<file path="config.mk">
export PLATFORM = sky130hd
export DESIGN_NAME = pwm_deadtime_flat
export DESIGN_NICKNAME = d
export VERILOG_FILES = /design/src/rtl/pwm_deadtime_if.sv /design/src/rtl/pwm_deadtime.sv /design/src/flat_wrapper.sv
export SDC_FILE = /design/constraint.sdc
export NUM_CORES = 1
export LEC_CHECK = 0
export BUFFER_PORTS_ARGS = -buffer_cell sky130_fd_sc_hd__buf_2
export CORE_AREA = 5 5 106 108
export CTS_BUF_LIST = sky130_fd_sc_hd__clkbuf_4 sky130_fd_sc_hd__clkbuf_8
export DETAILED_ROUTE_END_ITERATION = 10
export DIE_AREA = 0 0 111 113
export GPL_TIMING_DRIVEN = 0
export PLACE_DENSITY_LB_ADDON = 0.15
export SETUP_SLACK_MARGIN = 0.02
export SLEW_MARGIN = 30
export SYNTH_ARGS = -nofsm -noshare
export SYNTH_HDL_FRONTEND = slang
export SYNTH_SLANG_ARGS = --single-unit
</file>
<file path="constraint.sdc">
create_clock -name clk_i -period 2.4 [get_ports clk_i]
set_input_delay 0.36 -clock clk_i [delete_from_list [all_inputs] [get_ports clk_i]]
set_output_delay 0.36 -clock clk_i [all_outputs]
set_load 0.01 [all_outputs]
</file>
<file path="src/rtl/pwm_deadtime_if.sv">
// Peripheral register bus shared by the perips: write data, address,
// write enable toward the block and combinational read data back.
interface pwm_deadtime_if;

    logic [31:0] data_i;
    logic [31:0] addr_i;
    logic        we_i;
    logic [31:0] data_o;

    // Bus owner drives the request side and samples read data.
    modport master (
        output data_i,
        output addr_i,
        output we_i,
        input  data_o
    );

    // Peripheral side receives requests and returns read data.
    modport slave (
        input  data_i,
        input  addr_i,
        input  we_i,
        output data_o
    );

endinterface

</file>
<file path="src/rtl/pwm_deadtime.sv">
// Complementary gate-drive stage. Each raw PWM bit becomes a
// high-side/low-side pair with a programmable dead band on every
// transition. A latched fault forces every channel idle with both
// outputs low until software clears it.
module pwm_deadtime #(
    parameter int CHANNEL = 4,
    parameter int DT_W    = 8
) (
    input  logic               clk_i,
    input  logic               rst_ni,
    pwm_deadtime_if.slave      bus,
    input  logic [CHANNEL-1:0] pwm_i,
    input  logic               fault_i,
    output logic [CHANNEL-1:0] pwm_h_o,
    output logic [CHANNEL-1:0] pwm_l_o
);

    localparam logic [7:0] ADDR_EN     = 8'h10;
    localparam logic [7:0] ADDR_STATUS = 8'h11;

    typedef enum logic [2:0] {
        IDLE    = 3'd0,
        DEAD_HI = 3'd1,
        HI      = 3'd2,
        DEAD_LO = 3'd3,
        LO      = 3'd4
    } state_t;

    logic [7:0]         w_addrInner;
    logic               w_wrStatus;
    logic               w_clearReq;
    logic [31:0]        w_rdata;
    logic               w_unused;

    logic [DT_W-1:0]    r_dt [CHANNEL];
    logic [CHANNEL-1:0] r_en;
    logic               r_faultLat;
    logic [CHANNEL-1:0] r_p;

    state_t             r_state     [CHANNEL];
    state_t             w_stateNext [CHANNEL];
    logic [DT_W-1:0]    r_cnt       [CHANNEL];
    logic [DT_W-1:0]    w_cntNext   [CHANNEL];
    logic [CHANNEL-1:0] w_hold;
    logic [CHANNEL-1:0] w_hNext;
    logic [CHANNEL-1:0] w_lNext;

    assign w_addrInner = bus.addr_i[23:16];
    assign w_wrStatus  = bus.we_i && (w_addrInner == ADDR_STATUS);
    // A clear that coincides with an active fault loses to the fault.
    assign w_clearReq  = w_wrStatus && bus.data_i[0] && !fault_i;

    // Only some address and data bits select or carry register contents.
    assign w_unused = ^{bus.addr_i, bus.data_i};

    // A channel is held idle when disabled, when a fault is latched, or
    // on the very edge that latches a new fault.
    assign w_hold = ~r_en | {CHANNEL{r_faultLat | fault_i}};

    // Register writes: dead-time per channel, enable mask, fault latch.
    always_ff @(posedge clk_i or negedge rst_ni) begin
        if (!rst_ni) begin
            for (int i = 0; i < CHANNEL; i++) begin
                r_dt[i] <= '0;
            end
            r_en       <= '0;
            r_faultLat <= 1'b0;
        end else begin
            if (bus.we_i) begin
                for (int i = 0; i < CHANNEL; i++) begin
                    if (w_addrInner == 8'(i)) begin
                        r_dt[i] <= bus.data_i[DT_W-1:0];
                    end
                end
                if (w_addrInner == ADDR_EN) begin
                    r_en <= bus.data_i[CHANNEL-1:0];
                end
            end
            if (fault_i) begin
                r_faultLat <= 1'b1;
            end else if (w_clearReq) begin
                r_faultLat <= 1'b0;
            end
        end
    end

    // Combinational read-back; anything outside the map reads as zero.
    always_comb begin
        w_rdata = '0;
        for (int i = 0; i < CHANNEL; i++) begin
            if (w_addrInner == 8'(i)) begin
                w_rdata = 32'(r_dt[i]);
            end
        end
        if (w_addrInner == ADDR_EN) begin
            w_rdata = 32'(r_en);
        end
        if (w_addrInner == ADDR_STATUS) begin
            w_rdata = {30'b0, fault_i, r_faultLat};
        end
    end

    assign bus.data_o = w_rdata;

    // Capture the raw PWM once; every FSM decision looks only at this copy.
    always_ff @(posedge clk_i or negedge rst_ni) begin
        if (!rst_ni) begin
            r_p <= '0;
        end else begin
            r_p <= pwm_i;
        end
    end

    // Per-channel next state, dead counter and output decode.
    always_comb begin
        for (int i = 0; i < CHANNEL; i++) begin
            w_stateNext[i] = r_state[i];
            w_cntNext[i]   = r_cnt[i];
            if (w_hold[i]) begin
                w_stateNext[i] = IDLE;
                w_cntNext[i]   = '0;
            end else begin
                case (r_state[i])
                    IDLE: begin
                        w_stateNext[i] = r_p[i] ? DEAD_HI : DEAD_LO;
                        w_cntNext[i]   = r_dt[i];
                    end
                    DEAD_HI: begin
                        if (!r_p[i]) begin
                            w_stateNext[i] = DEAD_LO;
                            w_cntNext[i]   = r_dt[i];
                        end else if (r_cnt[i] == '0) begin
                            w_stateNext[i] = HI;
                        end else begin
                            w_cntNext[i] = r_cnt[i] - DT_W'(1);
                        end
                    end
                    HI: begin
                        if (!r_p[i]) begin
                            w_stateNext[i] = DEAD_LO;
                            w_cntNext[i]   = r_dt[i];
                        end
                    end
                    DEAD_LO: begin
                        if (r_p[i]) begin
                            w_stateNext[i] = DEAD_HI;
                            w_cntNext[i]   = r_dt[i];
                        end else if (r_cnt[i] == '0) begin
                            w_stateNext[i] = LO;
                        end else begin
                            w_cntNext[i] = r_cnt[i] - DT_W'(1);
                        end
                    end
                    LO: begin
                        if (r_p[i]) begin
                            w_stateNext[i] = DEAD_HI;
                            w_cntNext[i]   = r_dt[i];
                        end
                    end
                    default: begin
                        w_stateNext[i] = IDLE;
                        w_cntNext[i]   = '0;
                    end
                endcase
            end
            w_hNext[i] = (w_stateNext[i] == HI);
            w_lNext[i] = (w_stateNext[i] == LO);
        end
    end

    // State, counters and drive outputs all advance on the same edge.
    always_ff @(posedge clk_i or negedge rst_ni) begin
        if (!rst_ni) begin
            for (int i = 0; i < CHANNEL; i++) begin
                r_state[i] <= IDLE;
                r_cnt[i]   <= '0;
            end
            pwm_h_o <= '0;
            pwm_l_o <= '0;
        end else begin
            for (int i = 0; i < CHANNEL; i++) begin
                r_state[i] <= w_stateNext[i];
                r_cnt[i]   <= w_cntNext[i];
            end
            pwm_h_o <= w_hNext;
            pwm_l_o <= w_lNext;
        end
    end

endmodule

</file>
<file path="src/flat_wrapper.sv">
// flat-port wrapper written by rule: the top's interface ports become plain ports
module pwm_deadtime_flat 
#(
    parameter int CHANNEL = 4,
    parameter int DT_W    = 8
)
  (clk_i, rst_ni, pwm_i, fault_i, pwm_h_o, pwm_l_o, bus_data_i, bus_addr_i, bus_we_i, bus_data_o);
  pwm_deadtime_if bus_i ();
  input  logic clk_i;
  input  logic rst_ni;
  input  logic [CHANNEL-1:0] pwm_i;
  input  logic fault_i;
  output logic [CHANNEL-1:0] pwm_h_o;
  output logic [CHANNEL-1:0] pwm_l_o;
  input wire logic [$bits(bus_i.data_i)-1:0] bus_data_i;
  input wire logic [$bits(bus_i.addr_i)-1:0] bus_addr_i;
  input wire logic [$bits(bus_i.we_i)-1:0] bus_we_i;
  output wire logic [$bits(bus_i.data_o)-1:0] bus_data_o;
  assign bus_i.data_i = bus_data_i;
  assign bus_i.addr_i = bus_addr_i;
  assign bus_i.we_i = bus_we_i;
  assign bus_data_o = bus_i.data_o;
  pwm_deadtime #(.CHANNEL(CHANNEL), .DT_W(DT_W)) u_core (.clk_i(clk_i), .rst_ni(rst_ni), .bus(bus_i), .pwm_i(pwm_i), .fault_i(fault_i), .pwm_h_o(pwm_h_o), .pwm_l_o(pwm_l_o));
endmodule
</file>
== Yosys cells after proc, flatten, opt, wreduce, memory -nomap -nowiden ==
Index checks and enable logic that the tools add are counted.
Storage, ports and cells
  register bits after elaboration: 93
  bits of input ports: 72
  output and inout bits: 40
  logic and storage cells: 156
Cells by class
  add/sub/neg operators: 4
  eq/ne operators: 37
  multiplexer cells: 72
  bitwise operators: 3
  reduce and logical (&&, ||, !) cells: 23
Operators with widths (count)
  8-bit two-way mux: 30
  8-bit case mux with 5 select lines: 4
  3-bit two-way mux: 28
  3-bit case mux with 5 select lines: 4
  8-bit logical NOT: 5
  3-bit by 2-bit == test with 1-bit output (second input constant): 12
  8-bit by 1-bit subtractor with 8-bit output (second input constant): 4
  3-bit == test (second input constant): 8
  2-bit AND reduction: 9
  8-bit by 2-bit == test with 1-bit output (second input constant): 2
  8-bit by 5-bit == test with 1-bit output (second input constant): 2
  3-bit by 1-bit == test with 1-bit output (second input constant): 4
  3-bit logical NOT: 4
  3-bit by 1-bit != test with 1-bit output (second input constant): 4
  3-bit != test (second input constant): 4
  8-bit by 1-bit == test with 1-bit output (second input constant): 1
  2-bit two-way mux: 4
  4-bit inverter: 1
  4-bit OR: 1
  1-bit logical AND: 3
  1-bit two-way mux: 2
  2-bit nonzero test: 1
  1-bit logical NOT: 1
  1-bit OR: 1

== Depth between registers and ports, before layout ==
  word-level depth: 7
  depth in mapped cells: 7
  gate-level depth less buffers: 6

== Worst setup path after synthesis ==
No wires, ideal clock.
  path kind: input-to-reg
  from: input port bus_addr_i[21]
  to: register u_core.r_dt[24] (netlist name)
  library setup time: 125 ps
  arrival: 1985 ps
  data required time: 2275 ps
  setup slack: 291 ps
  stages: 5
  path buffers: 1
  path through: or3_4 > or4_1 > buf_2 > nor3b_4 > mux2_2
On the way
  longest elaborated chain between the ends: 2
RTL lines
  from (decl): line flat_wrapper.sv:16  | input wire logic [$bits(bus_i.addr_i)-1:0] bus_addr_i;
  8-bit logical NOT: line pwm_deadtime.sv:71  | if (w_addrInner == 8'(i)) begin
  2-bit AND reduction (no line)
  to (signal, indexed assignment): line pwm_deadtime.sv:72  | r_dt[i] <= bus.data_i[DT_W-1:0];
  to (decl): line pwm_deadtime.sv:35  | logic [DT_W-1:0] r_dt [CHANNEL];
Every way passes these cells.
A chain may end at the register's enable or synchronous reset.

== Worst setup path in the final report ==
  from: input port bus_addr_i[21]
  to: output port bus_data_o[3]
On the way
  longest elaborated chain between the ends: 7
  elaborated cells on any way between the ends: 12
  classes of those cells: 5 x eq/ne; 6 x mux; 1 x reduce/logical
RTL lines
  8-bit logical NOT: line pwm_deadtime.sv:91  | if (w_addrInner == 8'(i)) begin
  8-bit two-way mux (4 in a row): line pwm_deadtime.sv:91
  8-bit two-way mux: line pwm_deadtime.sv:95  | if (w_addrInner == ADDR_EN) begin
  8-bit two-way mux *: line pwm_deadtime.sv:98  | if (w_addrInner == ADDR_STATUS) begin
  to (decl): line flat_wrapper.sv:18  | output wire logic [$bits(bus_i.data_o)-1:0] bus_data_o;
Mark *: on every way between the ends. The rest lies on a longest branch, timed or not.

==> results.ini <==
[status]
outcome=finished clean

[route]
avgViaCountPerCell=6.26
drtPass1Iterations=5
finalWirelength_um=14500
post-route-drc-count=0
wire_per_inst_um=18.3
drtIter0Drc=339
ant_nets=0
vias=4953

[finish]
syn2layout_area_growth_pct=13.9
multiInputGateArea_um2=3200
fin_nets=730
stdcell_area_um2=6550
ff_latch_area_um2=2330
fillers=823
drive_gt1_share_pct=24.7
n_antenna_cell=0

[synth]
synth_edf_count=0
yosys_warnings=0
ys_seq_area_share_pct=40.5
syn_area_um2=5750
synth_top_flop_cell=dfrtp_1
ys_seq_elements=93
synthArstFlopShare_pct=100
yosys.cell_types.count=74
syn_avg_cell_area_um2=9.98
synth_cells=576

[placed_design]
dpl_cell_area_um2=6220
gp_congestion=0.925
hpwl_um=10500
port_buffers=36

[pwr]
power_density_nw_per_um2=468
ir_drop_v=0.000455
p_leak_nw=2.95

[global_route]
grt_pass1_vias=4696
grt_antenna_before_repair=0
grt_pass1_wl_um=23800
grt_max_degree=53
grtUsageTotal_pct=23.3
gr-total-overflow=0

[worst_hold_path]
hp-class=in2reg
whs_path_depth=1
min_from=pwm_i[0]

[run]
drv_cap=0

[clocking]
cts_root_buffer=clkbuf_8
clock_sinks=93
clk_latency_ns=0.38
cts_buffer_depth=2
cts_tree=built
htreeDepth=3
cts_made_buffers=9
cts.clk_slew.worst_paths_ns=0.09

[sta]
skew_ns=0.0117
relSlewSlack_pct=39.7
rsz0062_at_grt=no
fmax_ghz=0.437
hold_ws_ns=0.0805
hold_viol=0
period_minus_slack_ns=2.29
setup_violations=0
fin_crit_sh_pct=95.4
setup_tns_ns=0
slew_viol_final=0
tightest_slew_ns=0.895

[worst_setup_path]
reg2reg_from=u_core.r_cnt[12]$_DFFE_PN0P_
cp.required_ns=2.04
critical_path_peak_fanout=5
arrival_ns=1.93
reg2reg_depth=5
critPathCaptureType=primary output
cp-startpoint=bus_addr_i[21]
cp_top_family=simple AND/OR/NAND/NOR gates
crit_buf_inv=2
cp.depth=6
cpPeakStageDelay_ns=0.46
cp_common_cell=buf_2
cp_slowest_cell=nor4_2
worstPathCellList=buf_2, or3_4, nor4_2, nor2b_1, a221o_1, buf_2
r2r-end=u_core.r_cnt[9]$_DFFE_PN0P_
worstSetupPathType=in2out
cp-start-kind=input port
ff2ff_setup_slack_ns=0.17
cp-endpoint=bus_data_o[3]

[floorplanning]
die_width_um=111
start_util_pct=56.7
die_y_um=113
dieArea_um2=12500
core_area_um2=10100
num_rows=37
io_pins=112

-- metrics by stage --
step / utilization [%] / power, W / setup WS, ns / std cells
2_1_floorplan: - / 0.00179 / 0.291 / 599
3_3_place_gp: 61.0 / 0.00188 / -0.144 / 771
3_5_place_dp: 61.4 / 0.00190 / -0.136 / 772
4_1_cts: 64.1 / 0.00309 / 0.0270 / 789
5_1_grt: 64.6 / 0.00319 / 0.0268 / 791
6_report: 64.6 / 0.00307 / 0.111 / 791
-- report_power, final --
| group | switching, W | internal [W] | leakage, nW |
|---|---|---|---|
| Clock | 0.000581 | 0.000613 | 0.112 |
| Combinational | 0.000136 | 0.000106 | 1.56 |
| Sequential | 0.0000328 | 0.00160 | 1.28 |
| Total | 0.000749 | 0.00232 | 2.95 |
-- sequential cells by signal, summed over array words and instances, names as in the netlist --
register	count
u_core.pwm_h_o	4
u_core.r_p	4
u_core.pwm_l_o	4
u_core.r_state	12
u_core.r_faultLat	1
u_core.r_dt	32
u_core.r_en	4
u_core.r_cnt	32
-- metal layers --
layer,vias to the layer above,track usage (%),share of wire (%)
li1,2308,-,-
met1,2411,31.0,43
met2,205,37.1,48
met3,29,3.53,5.9
met4,0,11.9,2.7
met5,-,0,0
-- cell usage in the layout, fill, tap and decap left out, drive strengths merged, types with 6 or more instances in the layout --
master / instances
buf: 71
nor3b: 8
a21o: 8
a211oi: 9
nand3b: 7
a221o: 12
mux2: 38
dfrtp: 93
nor3: 31
or3b: 8
nand3: 16
and2: 6
nand2: 26
inv: 22
ha: 8
o221ai: 6
nand2b: 11
o21ai: 13
mux2i: 7
clkbuf: 31
o211ai: 13
nor4: 10
nand4: 7
conb: 24
nor2b: 12
o22ai: 7
a32oi: 9
nor2: 21
a21oi: 24
a31oi: 6
-- worst min-delay path by stage --
stage / to / slack, ns
2_1_floorplan: u_core.pwm_h_o[0]$_DFF_PN0_ / 0.06
3_5_place_dp: u_core.pwm_h_o[0]$_DFF_PN0_ / 0.31
5_1_grt: u_core.r_p[2]$_DFF_PN0_ / 0.07
4_1_cts: u_core.r_p[0]$_DFF_PN0_ / 0.06
6_report: u_core.r_p[0]$_DFF_PN0_ / 0.08
3_3_place_gp: u_core.r_p[2]$_DFF_PN0_ / 0.47
-- cell type report --
cell class / instances / area share (%)
Sequential cell: 93 / 35.5
Multi-Input combinational cell: 431 / 48.9
Timing Repair Buffer: 41 / 3.76
Clock buffer: 10 / 2.10
Tap cell: 136 / 2.60
Clock inverter: 6 / 1.32
Inverter: 22 / 1.26
Buffer: 52 / 4.56
-- synth_stat cells, drive strengths merged (4+ instances only) --
| cell | number | area share (%) |
|---|---|---|
| nand3 | 16 | 1.5 |
| or4 | 4 | 0.59 |
| clkbuf | 20 | 1.3 |
| nand4 | 7 | 0.87 |
| or2 | 4 | 0.44 |
| nand3b | 7 | 0.91 |
| o22ai | 7 | 0.76 |
| nor3b | 8 | 1.2 |
| nor3 | 31 | 2.9 |
| a21oi | 24 | 2.1 |
| nand2b | 11 | 1.2 |
| and3 | 5 | 0.54 |
| nor2 | 21 | 1.4 |
| o21ai | 13 | 1.1 |
| a31oi | 6 | 0.65 |
| nor4 | 10 | 1.2 |
| dfrtp | 93 | 40 |
| nand2 | 26 | 1.7 |
| xnor2 | 5 | 0.76 |
| o211ai | 13 | 1.7 |
| o2bb2ai | 4 | 0.61 |
| o221ai | 6 | 0.91 |
| mux2 | 38 | 7.4 |
| a32oi | 9 | 1.4 |
| buf | 33 | 3.9 |
| mux2i | 7 | 1.2 |
| nor2b | 12 | 1.3 |
| a221o | 12 | 2.1 |
| a211o | 4 | 0.61 |
| o21a | 4 | 0.52 |
| inv | 22 | 1.4 |
| or3b | 8 | 1.2 |
| mux4 | 4 | 1.6 |
| o211a | 5 | 0.87 |
| and2 | 6 | 0.65 |
| a2bb2oi | 4 | 0.61 |
| ha | 8 | 1.7 |
| a21o | 8 | 1.0 |
| a211oi | 9 | 1.2 |
-- cells by family (layout without fill, tap and decap cells) --
| group | count (synthesis) | count (layout) | share of synthesized area, % |
|---|---|---|---|
| xor gates and xnor gates | 8 | 8 | 1.22 |
| and+or+nand+nor | 190 | 190 | 19.8 |
| other | 1 | 24 | 0.0652 |
| DFF | 93 | 93 | 40.5 |
| AOI/OAI and AO/OA | 152 | 152 | 19.8 |
| muxes | 49 | 49 | 10.2 |
| buffers and inverters | 75 | 131 | 6.66 |
| adders and majority gates | 8 | 8 | 1.74 |
-- worst register-to-register path, cell delays in order, from the launching register on --
cell      delay, ns
dfrtp_1        0.39
clkbuf_1       0.21
nor4_2         0.61
nand2_1        0.36
mux2i_1        0.22
a221o_1        0.35
-- repair_timing --
item                                   in CTS  in global routing
pin swaps                                   0                  1
setup endpoints to repair                  11                 13
resized for setup                           6                  7
hold buffers                                1                  0
endpoints found under the hold margin      41                  0
setup buffers                               0                  3
cloned                                      0                  0
No activity file was read; power rests on OpenSTA's default activity.
